--- config.mk ---
export PLATFORM = sky130hd
export DESIGN_NAME = dram_sdp_wr_arbiter_flat
export DESIGN_NICKNAME = d
export VERILOG_FILES = /design/src/rtl/dram_sdp_wr_arbiter_pkg.sv /design/src/rtl/dram_sdp_wr_arbiter_if.sv /design/src/rtl/dram_sdp_wr_arbiter_rr_arb2.sv /design/src/rtl/dram_sdp_wr_arbiter.sv /design/src/flat_wrapper.sv
export SDC_FILE = /design/constraint.sdc
export NUM_CORES = 1
export LEC_CHECK = 0
export BUFFER_PORTS_ARGS = -buffer_cell sky130_fd_sc_hd__buf_4
export CORE_MARGIN = 5
export CORE_UTILIZATION = 42
export CTS_CLUSTER_SIZE = 24
export DETAILED_ROUTE_END_ITERATION = 8
export PLACE_DENSITY_LB_ADDON = 0.12
export RECOVER_POWER = 25
export SYNTH_ARGS = -nofsm -noshare
export SYNTH_HDL_FRONTEND = slang
export SYNTH_HIERARCHICAL = 1
export SYNTH_SLANG_ARGS = --single-unit
export TNS_END_PERCENT = 50
--- constraint.sdc ---
create_clock -name clk -period 4 [get_ports clk]
set_clock_uncertainty 0.15 [all_clocks]
set_input_delay 0.6 -clock clk [delete_from_list [all_inputs] [get_ports clk]]
set_output_delay 0.6 -clock clk [all_outputs]
set_load 0.01 [all_outputs]
--- src/rtl/dram_sdp_wr_arbiter_pkg.sv ---
// Shared types, default sizes and the clogb2 helper for the DRAM_SDP write arbiter.
package dram_sdp_wr_arbiter_pkg;

    localparam int unsigned RAM_WIDTH_DEF = 32;
    localparam int unsigned RAM_DEPTH_DEF = 64;
    localparam int unsigned MAX_BURST_DEF = 16;

    typedef enum logic {
        ARB_IDLE  = 1'b0,
        ARB_BURST = 1'b1
    } arb_state_t;

    typedef enum logic {
        PRI_STORE  = 1'b0,
        PRI_REFILL = 1'b1
    } arb_pri_t;

    // Number of bits needed to hold 'value' (same convention as DRAM_SDP).
    function automatic int unsigned clogb2(input int unsigned value);
        int unsigned v;
        int unsigned n;
        v = value;
        n = 0;
        while (v > 0) begin
            n = n + 1;
            v = v >> 1;
        end
        return n;
    endfunction

endpackage

--- src/rtl/dram_sdp_wr_arbiter_if.sv ---
// Store and refill request/handshake bundle between the LSU/refill FSM and the arbiter.
interface dram_sdp_wr_arbiter_if #(
    parameter int unsigned AW = 6,
    parameter int unsigned LW = 4,
    parameter int unsigned W  = 32
);
    logic          st_valid;
    logic          st_ready;
    logic [AW-1:0] st_addr;
    logic [W-1:0]  st_data;

    logic          rf_req;
    logic          rf_ack;
    logic [AW-1:0] rf_addr;
    logic [LW-1:0] rf_len;
    logic          rf_valid;
    logic          rf_ready;
    logic [W-1:0]  rf_data;
    logic          rf_done;

    modport master (
        output st_valid, st_addr, st_data,
        output rf_req, rf_addr, rf_len, rf_valid, rf_data,
        input  st_ready, rf_ack, rf_ready, rf_done
    );

    modport slave (
        input  st_valid, st_addr, st_data,
        input  rf_req, rf_addr, rf_len, rf_valid, rf_data,
        output st_ready, rf_ack, rf_ready, rf_done
    );
endinterface

--- src/rtl/dram_sdp_wr_arbiter_rr_arb2.sv ---
// Two-requester round-robin pick (store vs refill) with its priority flop.
module dram_sdp_wr_arbiter_rr_arb2
    import dram_sdp_wr_arbiter_pkg::*;
(
    input  logic clk,
    input  logic rst,
    input  logic en_i,
    input  logic req_st_i,
    input  logic req_rf_i,
    output logic gnt_st_o,
    output logic gnt_rf_o
);

    arb_pri_t pri_q, pri_d;

    // Grant one requester; ties go to pri, and pri moves to the other side after any grant.
    always_comb begin
        gnt_st_o = en_i && req_st_i && (!req_rf_i || (pri_q == PRI_STORE));
        gnt_rf_o = en_i && req_rf_i && (!req_st_i || (pri_q == PRI_REFILL));
        pri_d    = pri_q;
        if (gnt_st_o) begin
            pri_d = PRI_REFILL;
        end else if (gnt_rf_o) begin
            pri_d = PRI_STORE;
        end
    end

    // Priority register.
    always_ff @(posedge clk or posedge rst) begin
        if (rst) begin
            pri_q <= PRI_STORE;
        end else begin
            pri_q <= pri_d;
        end
    end

endmodule

--- src/rtl/dram_sdp_wr_arbiter.sv ---
// Write-port arbiter in front of a DRAM_SDP: store vs multi-beat refill, registered
// write command, asynchronous read pass-through.
// Optional: define DRAM_WR_BYPASS_EN to forward the pending registered write to rd_data.
module dram_sdp_wr_arbiter
    import dram_sdp_wr_arbiter_pkg::*;
#(
    parameter  int unsigned RAM_WIDTH = RAM_WIDTH_DEF,
    parameter  int unsigned RAM_DEPTH = RAM_DEPTH_DEF,
    parameter  int unsigned MAX_BURST = MAX_BURST_DEF,
    localparam int unsigned AW        = clogb2(RAM_DEPTH - 1),
    localparam int unsigned LW        = clogb2(MAX_BURST - 1)
) (
    input  logic                 clk,
    input  logic                 rst,
    dram_sdp_wr_arbiter_if.slave bus,
    output logic                 busy,
    output logic [AW-1:0]        ram_addr_w,
    output logic [RAM_WIDTH-1:0] ram_din_w,
    output logic                 ram_we_w,
    input  logic [AW-1:0]        rd_addr,
    output logic [AW-1:0]        ram_addr_r,
    input  logic [RAM_WIDTH-1:0] ram_dout_r,
    output logic [RAM_WIDTH-1:0] rd_data
);

    arb_state_t           state_q, state_d;
    logic [LW-1:0]        cnt_q, cnt_d;
    logic [LW-1:0]        len_q, len_d;
    logic [AW-1:0]        base_q, base_d;

    logic                 arb_en, gnt_st, gnt_rf;
    logic                 st_hs, rf_hs, last_beat;
    logic [AW-1:0]        beat_addr;

    logic                 we_q;
    logic [AW-1:0]        waddr_q;
    logic [RAM_WIDTH-1:0] wdata_q;
    logic                 done_q;

    // Grants are only offered from IDLE and never while reset is held.
    assign arb_en = !rst && (state_q == ARB_IDLE);

    dram_sdp_wr_arbiter_rr_arb2 u_rr_arb2 (
        .clk      (clk),
        .rst      (rst),
        .en_i     (arb_en),
        .req_st_i (bus.st_valid),
        .req_rf_i (bus.rf_req),
        .gnt_st_o (gnt_st),
        .gnt_rf_o (gnt_rf)
    );

    // Wrap past the last entry is plain AW-bit truncation.
    assign beat_addr = base_q + AW'(cnt_q);

    // FSM state and burst bookkeeping registers.
    always_ff @(posedge clk or posedge rst) begin
        if (rst) begin
            state_q <= ARB_IDLE;
            cnt_q   <= '0;
            len_q   <= '0;
            base_q  <= '0;
        end else begin
            state_q <= state_d;
            cnt_q   <= cnt_d;
            len_q   <= len_d;
            base_q  <= base_d;
        end
    end

    // Next state: accept a burst from IDLE, count beats, leave on the final beat.
    always_comb begin
        state_d = state_q;
        cnt_d   = cnt_q;
        len_d   = len_q;
        base_d  = base_q;
        unique case (state_q)
            ARB_IDLE: begin
                if (gnt_rf) begin
                    base_d  = bus.rf_addr;
                    len_d   = bus.rf_len;
                    cnt_d   = '0;
                    state_d = ARB_BURST;
                end
            end
            ARB_BURST: begin
                if (rf_hs) begin
                    cnt_d = cnt_q + 1'b1;
                    if (last_beat) begin
                        state_d = ARB_IDLE;
                    end
                end
            end
            default: state_d = ARB_IDLE;
        endcase
    end

    // Handshake outputs and the write handshakes they imply.
    always_comb begin
        bus.st_ready = gnt_st;
        bus.rf_ack   = gnt_rf;
        bus.rf_ready = !rst && (state_q == ARB_BURST);
        busy         = (state_q == ARB_BURST);
        st_hs        = bus.st_valid && gnt_st;
        rf_hs        = bus.rf_valid && bus.rf_ready;
        last_beat    = rf_hs && (cnt_q == len_q);
    end

    // Registered write command: one cycle after the handshake; address/data hold when idle.
    always_ff @(posedge clk or posedge rst) begin
        if (rst) begin
            we_q    <= 1'b0;
            waddr_q <= '0;
            wdata_q <= '0;
            done_q  <= 1'b0;
        end else begin
            we_q   <= st_hs || rf_hs;
            done_q <= last_beat;
            if (st_hs) begin
                waddr_q <= bus.st_addr;
                wdata_q <= bus.st_data;
            end else if (rf_hs) begin
                waddr_q <= beat_addr;
                wdata_q <= bus.rf_data;
            end
        end
    end

    assign ram_we_w    = we_q;
    assign ram_addr_w  = waddr_q;
    assign ram_din_w   = wdata_q;
    assign bus.rf_done = done_q;

    assign ram_addr_r = rd_addr;

`ifdef DRAM_WR_BYPASS_EN
    assign rd_data = (we_q && (waddr_q == rd_addr)) ? wdata_q : ram_dout_r;
`else
    assign rd_data = ram_dout_r;
`endif

endmodule

--- src/flat_wrapper.sv ---
// flat-port wrapper written by rule: the top's interface ports become plain ports
module dram_sdp_wr_arbiter_flat import dram_sdp_wr_arbiter_pkg::*;
#(
    parameter  int unsigned RAM_WIDTH = RAM_WIDTH_DEF,
    parameter  int unsigned RAM_DEPTH = RAM_DEPTH_DEF,
    parameter  int unsigned MAX_BURST = MAX_BURST_DEF,
    localparam int unsigned AW        = clogb2(RAM_DEPTH - 1),
    localparam int unsigned LW        = clogb2(MAX_BURST - 1)
)
  (clk, rst, busy, ram_addr_w, ram_din_w, ram_we_w, rd_addr, ram_addr_r, ram_dout_r, rd_data, bus_st_valid, bus_st_addr, bus_st_data, bus_rf_req, bus_rf_addr, bus_rf_len, bus_rf_valid, bus_rf_data, bus_st_ready, bus_rf_ack, bus_rf_ready, bus_rf_done);
  dram_sdp_wr_arbiter_if #(.AW((clogb2((64) - 1))), .LW((clogb2((16) - 1))), .W((32))) bus_i ();
  input  logic clk;
  input  logic rst;
  output logic busy;
  output logic [AW-1:0] ram_addr_w;
  output logic [RAM_WIDTH-1:0] ram_din_w;
  output logic ram_we_w;
  input  logic [AW-1:0] rd_addr;
  output logic [AW-1:0] ram_addr_r;
  input  logic [RAM_WIDTH-1:0] ram_dout_r;
  output logic [RAM_WIDTH-1:0] rd_data;
  input wire logic [$bits(bus_i.st_valid)-1:0] bus_st_valid;
  input wire logic [$bits(bus_i.st_addr)-1:0] bus_st_addr;
  input wire logic [$bits(bus_i.st_data)-1:0] bus_st_data;
  input wire logic [$bits(bus_i.rf_req)-1:0] bus_rf_req;
  input wire logic [$bits(bus_i.rf_addr)-1:0] bus_rf_addr;
  input wire logic [$bits(bus_i.rf_len)-1:0] bus_rf_len;
  input wire logic [$bits(bus_i.rf_valid)-1:0] bus_rf_valid;
  input wire logic [$bits(bus_i.rf_data)-1:0] bus_rf_data;
  output wire logic [$bits(bus_i.st_ready)-1:0] bus_st_ready;
  output wire logic [$bits(bus_i.rf_ack)-1:0] bus_rf_ack;
  output wire logic [$bits(bus_i.rf_ready)-1:0] bus_rf_ready;
  output wire logic [$bits(bus_i.rf_done)-1:0] bus_rf_done;
  assign bus_i.st_valid = bus_st_valid;
  assign bus_i.st_addr = bus_st_addr;
  assign bus_i.st_data = bus_st_data;
  assign bus_i.rf_req = bus_rf_req;
  assign bus_i.rf_addr = bus_rf_addr;
  assign bus_i.rf_len = bus_rf_len;
  assign bus_i.rf_valid = bus_rf_valid;
  assign bus_i.rf_data = bus_rf_data;
  assign bus_st_ready = bus_i.st_ready;
  assign bus_rf_ack = bus_i.rf_ack;
  assign bus_rf_ready = bus_i.rf_ready;
  assign bus_rf_done = bus_i.rf_done;
  dram_sdp_wr_arbiter #(.RAM_WIDTH(RAM_WIDTH), .RAM_DEPTH(RAM_DEPTH), .MAX_BURST(MAX_BURST)) u_core (.clk(clk), .rst(rst), .bus(bus_i), .busy(busy), .ram_addr_w(ram_addr_w), .ram_din_w(ram_din_w), .ram_we_w(ram_we_w), .rd_addr(rd_addr), .ram_addr_r(ram_addr_r), .ram_dout_r(ram_dout_r), .rd_data(rd_data));
endmodule
Yosys cells after proc, flatten, opt, wreduce, memory -nomap -nowiden. Index checks and enable logic that the tools add are counted.

Flip-flop bits (word level): 56. Input port bits: 123. Logic and storage cells: 48.

Add/sub/neg operators: 2. Eq/ne operators: 3. Multiplexer cells: 13. Bitwise logic cells: 2. Reduce and logical (&&, ||, !) cells: 19.

Operator list (number): $mux 32 (2); $mux 6 (2); $logic_and 1x1->1 (9); $mux 4 (2); $pmux 4 s2 (1); $add 6x4->6 (1); $mux 1 (5); $add 4x1->4 const B (1); $eq 4x4->1 (1); $ne 2x2->1 const B (2); $reduce_and 2->1 (2); $reduce_bool 2->1 (2); $logic_not 1->1 (3); $logic_or 1x1->1 (3); $not 1->1 (2); $pmux 1 s2 (1).

Logic depth before layout (Yosys ltp). Gate-level depths: netlist of run 1.

Depth after elaboration: 7. Gate-level depth with buffers: 8. Gate-level depth less buffers: 8.

By module. Netlist of run 1, hierarchy kept.

Modules (own cells, without submodules): dram_sdp_wr_arbiter (instances 1, cells an instance 321, area each 2930.3 µm², sequential area each 1376.3 µm²); dram_sdp_wr_arbiter_rr_arb2 (instances 1, cells an instance 9, area each 65.1 µm², sequential area each 25.0 µm²).

Least setup slack after synthesis of run 1. Ideal clock, no wire load.

Path kind: input to register. From: input rst. To: register u_core.base_q[0]. Arrival time: 1907 ps. Data required time: 3725 ps. Slack: 1819 ps. Stages: 7. Cell sequence: nor2_1 nand2_1 a21oi_1 nor2b_1 buf_2 buf_2 mux2_2.

Longest elaborated chain between the ends: 5.

Ends and longest elaborated chain: start, declared (line flat_wrapper.sv:13) `input logic rst;`; $logic_not 1->1 (no line); $logic_and 1x1->1 (line dram_sdp_wr_arbiter.sv:41) `assign arb_en = !rst && (state_q == ARB_IDLE);`; $logic_and 1x1->1 (2 in series) (line dram_sdp_wr_arbiter_rr_arb2.sv:19) `gnt_rf_o = en_i && req_rf_i && (!req_st_i || (pri_q == PRI_REFILL));`; via bus_rf_ack (line flat_wrapper.sv:31) `output wire logic [$bits(bus_i.rf_ack)-1:0] bus_rf_ack;`; $reduce_and 2->1 (no line); end signal, assigned (line dram_sdp_wr_arbiter.sv:67) `base_q <= base_d;`; end, declared (line dram_sdp_wr_arbiter.sv:29) `logic [AW-1:0] base_q, base_d;`.

The timed path passes the listed nets, and every way through them passes these cells. A chain may end at the register's enable or synchronous reset.

Final worst setup path of run 1.
From: input rst. To: register u_core.wdata_q[0], in the netlist u_core/ram_din_w[0].

Longest elaborated chain between the ends: 6. Elaborated cells on any way between the ends: 9. Classes of those cells: mux (1); reduce/logical (8).

Ends and longest elaborated chain: $logic_not 1->1 (no line) *; $logic_and 1x1->1 * (line dram_sdp_wr_arbiter.sv:41); via u_core.arb_en (line dram_sdp_wr_arbiter.sv:31) `logic arb_en, gnt_st, gnt_rf;`; $logic_and 1x1->1 * (2 in series) (line dram_sdp_wr_arbiter_rr_arb2.sv:18) `gnt_st_o = en_i && req_st_i && (!req_rf_i || (pri_q == PRI_STORE));`; $logic_and 1x1->1 * (line dram_sdp_wr_arbiter.sv:104) `st_hs = bus.st_valid && gnt_st;`; $mux 32 or $reduce_bool 2->1 (tied branches); end signal, assigned (line dram_sdp_wr_arbiter.sv:121) `wdata_q <= bus.st_data;`; end signal, assigned (line dram_sdp_wr_arbiter.sv:124) `wdata_q <= bus.rf_data;`; end, declared (line dram_sdp_wr_arbiter.sv:37) `logic [RAM_WIDTH-1:0] wdata_q;`.

The timed path passes the listed nets; every way through them passes the cells marked *.

==> results of run 1 <==
[sequential cells by signal, summed over array words and instances, names as in the netlist]
signal and count:
u_core/len_q 4, u_core/cnt_q 4, u_core/u_rr_arb2/pri_q 1, u_core/ram_we_w 1
u_core/ram_addr_w 6, u_core/ram_din_w 32, u_core/base_q 6, u_core/busy 1
u_core/bus.rf_done 1
[critical path, stage by stage]
cell and delay (ps):
dlygate4sd3_1 540, clkbuf_1 160, nor2_1 180, nand2_1 110, a21oi_1 240, nand2_2 690
nor2_1 300, a31oi_1 70
[metal layers]
layer / share of wire (%) / vias to the layer above / global-route usage (%)
met5: 0 / - / 0
met4: 0.94 / 0 / 3.85
met2: 46 / 106 / 27.7
met1: 45 / 1176 / 21.3
li1: - / 1212 / -
met3: 8.1 / 13 / 4.78
[final cells by class]
type | count | area [sq um]
Multi-Input combinational cell | 210 | 1160
Fill cell | 683 | 3080
Clock inverter | 1 | 30.0
Timing Repair Buffer | 131 | 948
Clock buffer | 7 | 96.3
Inverter | 7 | 26.3
Tap cell | 96 | 120
Sequential cell | 56 | 1400
[path summary, 6_finish.rpt]
path,depth (start not counted),end
max,8,u_core/ram_din_w[0]
min,3,u_core/ram_addr_w[1]
min in group asynchronous,3,u_core/u_rr_arb2/pri_q
max in group asynchronous,4,u_core/ram_din_w[20]
max reg2reg,6,u_core/ram_din_w[0]
min reg2reg,1,u_core/base_q[2]
[cell families after synthesis]
family,count (synthesis),share of synthesized area [%]
compound gates,55,11.7
flops,56,46.8
mux,10,3.88
xor+xnor,8,2.34
simple gates,131,18.1
fa+ha+maj,6,2.76
buf+inv,64,14.5
[stage by stage]
step | power (mW) | util [%] | setup slack (ps)
floorplan | 1.70 | - | 1820
global placement | 2.14 | 53.7 | 1350
detailed placement | 2.17 | 53.7 | 1310
CTS | 2.58 | 55.6 | 1090
global route | 2.71 | 55.1 | 812
finish | 2.51 | 55.1 | 1040
[power groups by stage]
stage | registers (mW) | logic [mW] | clock network (mW)
2_1_floorplan | 1.10 | 0.599 | 0
3_3_place_gp | 1.02 | 1.12 | 0
3_5_place_dp | 1.04 | 1.14 | 0
4_1_cts | 1.02 | 1.15 | 0.416
5_1_grt | 1.06 | 1.22 | 0.438
6_report | 1.02 | 1.10 | 0.399
[cells in the final DEF (no fill, tap or decap), types with 2 or more instances in the layout]
| master | netlist | final |
|---|---|---|
| buf_4 | 39 | 120 |
| nand2_1 | 74 | 73 |
| dfrtp_1 | 56 | 56 |
| nor2_1 | 41 | 41 |
| a31oi_1 | 33 | 33 |
| clkbuf_1 | 8 | 10 |
| a21oi_1 | 9 | 9 |
| mux2_2 | 9 | 9 |
| clkbuf_8 | 0 | 7 |
| inv_1 | 7 | 6 |
| xor2_1 | 5 | 5 |
| ha_1 | 5 | 5 |
| nor2b_1 | 4 | 4 |
| nand2_2 | 2 | 3 |
| o21ai_0 | 3 | 3 |
| xnor2_1 | 3 | 3 |
| o21a_1 | 3 | 3 |
| o31ai_1 | 3 | 3 |
| nor3_1 | 2 | 2 |
==> metrics.md, run 1 <==
| Metric | Value |
|---|---|
| Initial cell density of the core | `43.6%` |
| Core area | `0.00687 sq mm` |
| Final Slew Violations | `0` |
| Post-Syn Area per Cell | `9.08 sq um` |
| NetSw | `883 uW` |
| Dpl cell area | `0.00369 sq mm` |
| Clock sink total | `56` |
| Cell internal pwr | `1.63 mW` |
| Die W | `94.5 microns` |
| Post-route minimum period | `2960 ps` |
| Final std cells w/o fill | `508` |
| CP required | `3970 ps` |
| Post-synth EDFFs | `0` |
| Ys flop type | `dfrtp_1` |
| CP arrival | `2930 ps` |
| Slew of the pin with the lowest slew margin | `1170 ps` |
| Logic gate share of total power | `43.6%` |
| Count leader, synth | `nand2_1` |
| CTS Hold Bufs | `1` |
| Remaining global-route overflow | `0` |
| Mapped Area | `0.00300 sq mm` |
| Post-CTS Resized | `0` |
| Fin crit share | `74.0%` |
| ANT nets after route | `0` |
| Slew HR | `21.7%` |
| CTS max path bufs | `2` |
| Sw Share | `35.2%` |
| Clock transition at path regs | `100 ps` |
| Fmax | `338 MHz` |
| TritonRoute pass-1 iters | `4` |
| Via count | `2507` |
| Max Cap Viol | `0` |
| Share of async-settable or async-resettable flops after synthesis | `100%` |
| Initial antenna violation count | `0` |
| Number of synthesis warnings | `6` |
| Post-Synthesis Cells | `330` |
| Fin Setup TNS | `0 ps` |
| Die Ht | `94.5 microns` |
| Number of unique standard cell types used by synthesis | `37` |
| Placed insts | `499` |
| Via/cell ratio | `4.94` |
| Num ports | `205` |
| DRT Wirelength | `7660 microns` |
| Fin Hold WS | `357 ps` |
| Crit Path Category | `in2reg` |
| Crit path launch type | `input port` |
| Post-CTS Setup Bufs | `0` |
| Full die area | `0.00892 sq mm` |
| Status | `finished, final reports clean` |
| First-pass GRT wire length | `11800 microns` |
| Synth area leaders | `dfrtp_1 (47%), buf_4 (9.8%), nand2_1 (9.3%)` |
| Post-synth top area share | `46.8%` |
| HP Class | `in2reg` |
| Reg-to-reg startpoint | `u_core/busy` |
| Post-synth top cells | `nand2_1 (74), dfrtp_1 (56), nor2_1 (41)` |
| Syn_nets | `459` |
| Vias in the first global route | `2425` |
| Crit-path max FO | `68` |
| Seq cells post-synth | `56` |
| Unrepaired setup endpoints after global routing | `no` |
| HPWL after DPL | `5520 microns` |
| R2r setup slk | `1600 ps` |
| Routed len/inst | `15.1 microns` |
| Gr usage total | `16.6%` |
| Maximum vdd drop | `0.000269 V` |
| Pleak | `1.87 nW` |
| Post-route cell area | `0.00378 sq mm` |
| Clock Latency Late Sink | `300 ps` |
| Crit end category | `flop` |
| Antenna Cells | `0` |
| Sequential share of power | `40.5%` |
| Cell taking the most area after synthesis | `dfrtp_1` |
| Clock share of power | `15.9%` |
| Fraction of layout cells with a size suffix above 1 | `35.9%` |
| CTS Buf Count | `5` |
| PD cells | `664 mW/mm^2` |
| Fin. Hold Viols | `0` |
| DR iter-0 viols | `86` |
| Sequential cell area fraction in the yosys report | `46.8%` |
| Final #Nets | `540` |
| Area Overhead vs Synth | `26.4%` |
| H-tree Lvls | `2` |
| Root Driver | `clkbuf_8` |
| Site Rows | `30` |
| Worst Min Path Start | `bus_st_addr[1]` |
| TritonCTS clock tree | `yes` |
| Routability congestion estimate | `0.731` |
| Largest net degree at the start of global routing | `69` |
| IO Port Bufs | `128` |
| Final setup viols | `0` |
| First element of the critical path | `rst` |
| Drt drc | `0` |
No activity file was read; power rests on OpenSTA's default activity.
==> run 2, diff against run 1 <==
Clock period 4 ns to 2.9 ns, I/O delays scaled along.
==> run 2 against run 1 <==
Effect of this change:
- critical path depth down 2
- via count down 1.5%
- first-iteration DRC count down 29%
- worst hold slack worse by 170 ps
- final cell count up 0.59%
- worst setup slack worse by 610 ps
- design area up 0.93%
- core utilization up 0.51 points
- register-to-register slack worse by 720 ps
- clock power up 26%
==> metrics.md, run 2 (synthesized netlist as in run 1, its figures left out) <==
| Metric | Value |
|---|---|
| Sw Share | `35.1%` |
| Placement Setup Slack | `764 ps` |
| Final Slew Violations | `0` |
| Initial antenna violation count | `0` |
| Post-route minimum period | `2470 ps` |
| Slew HR | `7.81%` |
| Full die area | `0.00892 sq mm` |
| Via count | `2469` |
| Max Cap Viol | `0` |
| Critical path buffer and inverter count | `3` |
| Fin. Hold Viols | `0` |
| Fmax | `405 MHz` |
| FF/Latch Area | `0.00140 sq mm` |
| Die W | `94.5 microns` |
| TritonRoute pass-1 iters | `7` |
| Final setup viols | `0` |
| PD cells | `906 mW/mm^2` |
| HP Class | `in2reg` |
| Pleak | `1.90 nW` |
| Most frequent cells in the layout | `buf_4 (131), nand2_1 (73), dfrtp_1 (56)` |
| DRT Wirelength | `7350 microns` |
| Total Power | `3.46 mW` |
| Initial cell density of the core | `43.6%` |
| Root Driver | `clkbuf_8` |
| Num ports | `205` |
| Area Overhead vs Synth | `27.5%` |
| CTS max path bufs | `2` |
| Unrepaired setup endpoints after global routing | `no` |
| Site Rows | `30` |
| Crit Path Category | `in2out` |
| IO Port Bufs | `128` |
| CP arrival | `1890 ps` |
| Post-route cell area | `0.00382 sq mm` |
| NetSw | `1.22 mW` |
| Drt drc | `0` |
| Vias in the first global route | `2369` |
| H-tree Lvls | `2` |
| Antenna Cells | `0` |
| Post-CTS Setup Bufs | `0` |
| Fin crit share | `85.2%` |
| Final #Nets | `543` |
| Dpl cell area | `0.00372 sq mm` |
| Crit end category | `output pin` |
| Fin Hold WS | `184 ps` |
| First-pass GRT wire length | `11500 microns` |
| Crit-path max FO | `4` |
| Max FFs per register | `32` |
| CTS Buf Count | `5` |
| Footprint of the multi-input gates | `0.00116 sq mm` |
| Top delay family on crit path | `buffers and inverters` |
| Sequential share of power | `40.4%` |
| Clock share of power | `14.5%` |
| Routability congestion estimate | `0.715` |
| Fin Setup TNS | `0 ps` |
| Cell internal pwr | `2.25 mW` |
| ANT nets after route | `0` |
| Slew of the pin with the lowest slew margin | `1380 ps` |
| Remaining global-route overflow | `0` |
| TritonCTS clock tree | `yes` |
| Fraction of layout cells with a size suffix above 1 | `38.1%` |
| Critical path, cell by cell | `dlygate4sd3_1, clkbuf_1, nor2_1, nand2_1, a21oi_1, buf_4` |
| Core area | `0.00687 sq mm` |
| Maximum vdd drop | `0.000452 V` |
| Clock sink total | `56` |
| DR iter-0 viols | `61` |
| Logic gate share of total power | `45.1%` |
| Routed len/inst | `14.4 microns` |
| Clock Latency Late Sink | `300 ps` |
| Setup WS post-layout | `430 ps` |
| Die Ht | `94.5 microns` |
| Largest net degree at the start of global routing | `56` |
| HPWL after DPL | `5350 microns` |
| CP required | `2320 ps` |
| Via/cell ratio | `4.83` |
| Commonest non-fill, non-tap cell in the layout | `buf_4` |
| Slowest stage cell, crit path | `dlygate4sd3_1` |
| Gr usage total | `16.2%` |
| Clock transition at path regs | `100 ps` |
| Status | `finished, final reports clean` |
| Crit path launch type | `input port` |
| Fillcell total | `643` |
| Worst path max stage delay | `540 ps` |
-- run 2: layer usage --
layer	wire length, microns	share of wire (%)	GRT usage, %
met2	3430	47	26.8
met5	0	0	0
met1	3130	43	20.8
met3	688	9.4	3.75
met4	96	1.3	5.77
-- run 2: worst reg2reg max path: stages, from the launching register on --
cell and delay [ps]:
dfrtp_1 470, ha_1 210, inv_1 50, fa_1 360, nor2b_1 160, o21a_1 150
nor3_1 50, o31ai_1 210, o21a_1 150
-- run 2: final timing paths --
check | endpoint | slack, ps | startpoint | cells after the start
worst max-delay path | bus_st_ready | 430 | rst | 6
worst min-delay path | u_core/ram_addr_w[1] | 180 | bus_st_addr[1] | 3
worst max register to register | u_core/ram_addr_w[4] | 880 | u_core/cnt_q[0] | 8
worst min register to register | u_core/base_q[2] | 380 | u_core/base_q[2] | 1
max in group asynchronous | u_core/len_q[0] | 700 | rst | 4
min in group asynchronous | u_core/u_rr_arb2/pri_q | 430 | rst | 3
-- run 2: final cells by class --
| cell class | instances | area share [%] |
|---|---|---|
| Sequential cell | 56 | 36.7 |
| Multi-Input combinational cell | 210 | 30.4 |
| Timing Repair Buffer | 134 | 26.2 |
| Tap cell | 96 | 3.14 |
| Clock buffer | 6 | 1.90 |
| Clock inverter | 2 | 0.917 |
| Inverter | 7 | 0.688 |
-- run 2: metrics by stage --
| stage | std cells | utilization, % |
|---|---|---|
| after floorplan | 330 | - |
| after global placement | 502 | 54.2 |
| after detailed placement | 502 | 54.2 |
| after CTS | 511 | 55.9 |
| after global routing | 511 | 55.6 |
| final | 511 | 55.6 |
-- run 2: timing repair --
action	4_1_cts	5_1_grt
endpoints found under the hold margin	1	0
hold buffers	1	0
resized for setup	0	0
-- run 2: power groups by stage --
stage                     logic, mW  clock network [mW]  registers, mW
after detailed placement       1.59                   0           1.42
after CTS                      1.59               0.525           1.40
after floorplan               0.827                   0           1.51
after global placement         1.57                   0           1.41
after global routing           1.73               0.553           1.46
final                          1.56               0.502           1.40
